[src/rtl/fifo_pkg.sv]
// Shared types and helpers for the first-word-fall-through FIFO.
// Optional error flags are enabled by defining FIFO_ERR_FLAGS_EN.
package fifo_pkg;

    typedef enum logic {
        HEAD_EMPTY = 1'b0,
        HEAD_VALID = 1'b1
    } head_state_t;

    localparam int DEF_DEPTH     = 32;
    localparam int DEF_AE_THRESH = 4;
    localparam int DEF_AF_MARGIN = 4;

    // Pointer width for a power-of-two depth, never narrower than one bit.
    function automatic int ptr_w(input int depth);
        return (depth > 1) ? $clog2(depth) : 1;
    endfunction

endpackage

[src/rtl/fifo_ram.sv]
// Storage array behind the FIFO head register.
// Synchronous write, asynchronous read.
module fifo_ram
    import fifo_pkg::*;
#(
    parameter int WIDTH = 8,
    parameter int DEPTH = DEF_DEPTH
) (
    input  logic                    clk,
    input  logic                    we,
    input  logic [ptr_w(DEPTH)-1:0] waddr,
    input  logic [WIDTH-1:0]        wdata,
    input  logic [ptr_w(DEPTH)-1:0] raddr,
    output logic [WIDTH-1:0]        rdata
);

    logic [WIDTH-1:0] mem [DEPTH];

    // NOTE: the array has no reset; contents are meaningless until written,
    // and omitting the reset lets synthesis map it onto plain storage.
    always_ff @(posedge clk) begin
        if (we) begin
            mem[waddr] <= wdata;
        end
    end

    assign rdata = mem[raddr];

endmodule

[src/rtl/fifo_fwft.sv]
// Synchronous FWFT FIFO: registered head word on dout, remaining words in fifo_ram.
// Defining FIFO_ERR_FLAGS_EN adds err_clr and sticky overflow/underflow flags.
module fifo_fwft
    import fifo_pkg::*;
#(
    parameter int WIDTH     = 8,
    parameter int DEPTH     = DEF_DEPTH,
    parameter int AF_THRESH = DEPTH - DEF_AF_MARGIN,
    parameter int AE_THRESH = DEF_AE_THRESH
) (
    input  logic                       clk,
    input  logic                       rst,
    input  logic                       wr_en,
    input  logic [WIDTH-1:0]           din,
    output logic                       full,
    output logic                       almost_full,
    input  logic                       rd_en,
`ifdef FIFO_ERR_FLAGS_EN
    input  logic                       err_clr,
    output logic                       overflow,
    output logic                       underflow,
`endif
    output logic [WIDTH-1:0]           dout,
    output logic                       empty,
    output logic                       almost_empty,
    output logic [$clog2(DEPTH+1)-1:0] count
);

    localparam int PW = ptr_w(DEPTH);
    localparam int CW = $clog2(DEPTH + 1);

    head_state_t      head_state;
    logic [PW-1:0]    wp;
    logic [PW-1:0]    rp;
    logic [WIDTH-1:0] ram_rdata;
    logic             push;
    logic             pop;
    logic             ram_empty;
    logic             bypass;
    logic             ram_we;

    assign push = wr_en && !full;
    assign pop  = rd_en && !empty;

    // The RAM never holds more than DEPTH-1 words (one lives in the head),
    // so equal pointers can only mean the RAM is empty.
    assign ram_empty = (wp == rp);
    assign bypass    = push && ((head_state == HEAD_EMPTY) || (pop && ram_empty));
    assign ram_we    = push && !bypass;

    assign full         = (count == CW'(DEPTH));
    assign empty        = (count == '0);
    assign almost_full  = (count >= CW'(AF_THRESH));
    assign almost_empty = (count <= CW'(AE_THRESH));

    fifo_ram #(
        .WIDTH (WIDTH),
        .DEPTH (DEPTH)
    ) u_ram (
        .clk   (clk),
        .we    (ram_we),
        .waddr (wp),
        .wdata (din),
        .raddr (rp),
        .rdata (ram_rdata)
    );

    // NOTE: sequential state uses non-blocking assignments so every register
    // samples pre-edge values regardless of statement order.
    always_ff @(posedge clk or posedge rst) begin
        if (rst) begin
            head_state <= HEAD_EMPTY;
            dout       <= '0;
            wp         <= '0;
            rp         <= '0;
            count      <= '0;
        end else begin
            if (ram_we) begin
                wp <= wp + PW'(1);
            end

            case (head_state)
                HEAD_EMPTY: begin
                    if (push) begin
                        dout       <= din;
                        head_state <= HEAD_VALID;
                    end
                end
                HEAD_VALID: begin
                    if (pop) begin
                        if (!ram_empty) begin
                            dout <= ram_rdata;
                            rp   <= rp + PW'(1);
                        end else if (push) begin
                            dout <= din;
                        end else begin
                            head_state <= HEAD_EMPTY;
                        end
                    end
                end
                default: head_state <= HEAD_EMPTY;
            endcase

            case ({push, pop})
                2'b10:   count <= count + CW'(1);
                2'b01:   count <= count - CW'(1);
                default: count <= count;
            endcase
        end
    end

`ifdef FIFO_ERR_FLAGS_EN
    // A new error in the same cycle as err_clr takes priority over the clear.
    always_ff @(posedge clk or posedge rst) begin
        if (rst) begin
            overflow  <= 1'b0;
            underflow <= 1'b0;
        end else begin
            if (wr_en && full) begin
                overflow <= 1'b1;
            end else if (err_clr) begin
                overflow <= 1'b0;
            end
            if (rd_en && empty) begin
                underflow <= 1'b1;
            end else if (err_clr) begin
                underflow <= 1'b0;
            end
        end
    end
`endif

endmodule

[config.mk]
export PLATFORM = sky130hd
export DESIGN_NAME = fifo_fwft
export DESIGN_NICKNAME = d
export VERILOG_FILES = /design/src/rtl/fifo_pkg.sv /design/src/rtl/fifo_ram.sv /design/src/rtl/fifo_fwft.sv
export SDC_FILE = /design/constraint.sdc
export NUM_CORES = 1
export LEC_CHECK = 0
export ABC_CLOCK_PERIOD_IN_PS = 5500
export BUFFER_PORTS_ARGS = -buffer_cell sky130_fd_sc_hd__buf_2
export CORE_ASPECT_RATIO = 0.9
export CORE_MARGIN = 3
export CORE_UTILIZATION = 45
export DETAILED_ROUTE_END_ITERATION = 12
export PLACE_DENSITY_LB_ADDON = 0.3
export SLEW_MARGIN = 10
export SYNTH_ARGS = -nofsm -noshare
export SYNTH_HDL_FRONTEND = slang
export SYNTH_SLANG_ARGS = --single-unit
[constraint.sdc]
create_clock -name clk -period 5.5 [get_ports clk]
set_input_delay 1.65 -clock clk [delete_from_list [all_inputs] [get_ports clk]]
set_output_delay 1.65 -clock clk [all_outputs]
set_load 0.01 [all_outputs]
==> metrics <==
Hold Path Class register to register; power density over cell area 522 mW/mm^2; EDFF count, synth 256; WL/cell 25.9 um; overflow left after global routing 0; DPL Wire Length 15700 um; Final Skew 0.0247 ns; final hold slack 0.574 ns; Avg Inst Size Synth 19.1 sq um; Worst Path Max Fanout 10; DR DRC count 0; CTS tree built; Port-buffer cells 29; ant diodes 0; number of max-cap violations 0; Area Overhead vs Synth 12.5%; status finished, final reports clean; Post-Place Cell Area 0.0118 sq mm; WS Path Type register to register; initial antenna violation count 0; cell count after placement 929; Die Width 173 um; vias in the first global route 5766; Yosys cell types 48; Warnings, synthesis 0; Post-Layout Inst Area 0.0128 sq mm; Worst IR Drop VDD 0.286 mV; Worst setup EP type register; DRT Pass-1 Iters 4; GRT Util Overall 18.6%; Leakage 4.20 nW; io pins 30; Critical Path RT 5.67 ns; most frequent cells in the layout edfxtp_1 (256), mux4_2 (58), nor2_1 (40), buf_2 (29), clkbuf_16 (27); Post-CTS Setup Bufs 0; Cell Area, Synth 0.0113 sq mm; Num CTS Buffers 27; routability cong. 0.831; Final Max Tran Viols 0; ys async rst share 8.90%; NumNets Final 642; Cells after Synth 593; vias after detailed routing 5761; initial DRC count 695; Root Driver clkbuf_16; Hold Vio Cnt, Final 0; Clock transition at path regs 0.06 ns; post-layout util 52.0%; Die ar. 0.0272 sq mm; Primary FF master, synth edfxtp_1; setup TNS 0 ns; global-route wire length before repair 37500 um; Fillers 1880; Initial Utilization 46.3%; Site Rows 54; fin cells 977; ANT nets after route 0; commonest non-fill, non-tap cell in the layout edfxtp_1; fraction of layout cells with a size suffix above 1 24.5%; H-tree levels 1; #FFs+latches synth 281; hold buffers post-CTS 0; # setup viols final 0; RSZ-0062 raised after global routing false; sequential fraction of the synthesis area 73.3%; startpoint types register; fmax 269 MHz; pin count of the biggest net entering global routing 74; WL final 25300 um; final period utilization 67.5%; Net Count, Synth 613; minimum clock period 3.72 ns; worst skew pair latency 0.54 ns; Die H 157 um; CP arrival 3.89 ns; Placeable Area 0.0245 sq mm; post-cts sizing count 0; Worst-Margin Slew 1.12 ns; Rel. slew slack 24.8%; vias per inst 5.90; clock buffer depth 3; Clock Sinks 281
## sequential cells by signal, summed over array words and instances (netlist names)
register	flops
count	6
dout	8
head_state	1
rp	5
u_ram.mem	256
wp	5
## worst max-delay path, cell delays in order, from the launching register on
cell and delay [ns]:
dfrtp_1 0.49, or4_1 0.63, o31ai_2 0.39, inv_2 0.14, a311oi_4 0.52, nand2_1 0.48, nor2_1 0.69
## synthesized netlist by cell type, types with 2 or more instances
library cell    n  share of area, %
a21o_1          2              0.13
xnor2_1         9              0.69
a41o_1          6              0.53
nor2_1         40               1.3
nor3_1          4              0.18
dfrtp_1        25               5.5
buf_2           5              0.22
and3b_1         2              0.15
mux4_2         58                12
clkbuf_1       17              0.56
mux2_2         16               1.6
a21oi_1        13              0.57
inv_1           4              0.13
buf_1          10              0.33
ha_1            8              0.88
nand3_1         5              0.22
nand2b_1        2              0.11
a2bb2oi_1       7              0.54
edfxtp_1      256                68
xor2_1         12              0.93
nand3b_1        3              0.20
nand4_1         3              0.17
or3b_2          2              0.15
o21ai_0         3              0.13
a22oi_1        11              0.73
a221o_1         8              0.71
nand2_1        19              0.63
nor2b_1         4              0.22
mux2i_1        20               1.8
## area by class of cell
cell class	count	area, sq um	area share (%)
Timing Repair Buffer	32	168	1.31
Tap cell	336	420	3.30
Sequential cell	281	8320	65.2
Clock inverter	15	229	1.79
Clock buffer	33	718	5.63
Inverter	5	18.8	0.147
Multi-Input combinational cell	275	2890	22.6
## path summary, 6_finish.rpt
check,startpoint,end,slack [ns],cells after the start
min reg2reg,dout[4],dout[4],0.57,2
min,dout[4],dout[4],0.57,2
min in group asynchronous,rst,dout[0],1.36,2
max reg2reg,count[1],u_ram.mem[0][2],1.78,6
max in group asynchronous,rst,rp[1],3.40,2
max,count[1],u_ram.mem[0][2],1.78,6
## per-layer routing
layer	vias up	wire length [um]	track usage, %
met5	-	0	0
met2	223	11900	29.6
met1	3037	11100	27.0
li1	2461	-	-
met4	0	574	4.52
met3	40	1760	3.66
## cell families after synthesis
kind of cell | Yosys count | synth area share, %
xor gates and xnor gates | 21 | 1.62
buffers and inverters | 37 | 1.28
and+or+nand+nor | 92 | 3.87
AOI/OAI and AO/OA | 60 | 4.20
muxes | 94 | 14.9
DFF | 281 | 73.3
adders and majority gates | 8 | 0.882
## through the flow
stage	power [mW]	setup WS (ns)
2_1_floorplan	4.14	2.02
3_3_place_gp	4.68	1.55
3_5_place_dp	4.73	1.44
4_1_cts	6.70	1.79
5_1_grt	6.94	1.54
6_report	6.66	1.78
## report_power, final
group,internal (mW),switching (mW)
Sequential,2.56,0.280
Clock,1.21,0.751
Combinational,0.863,1.00
(Power assumes the default switching activity.)
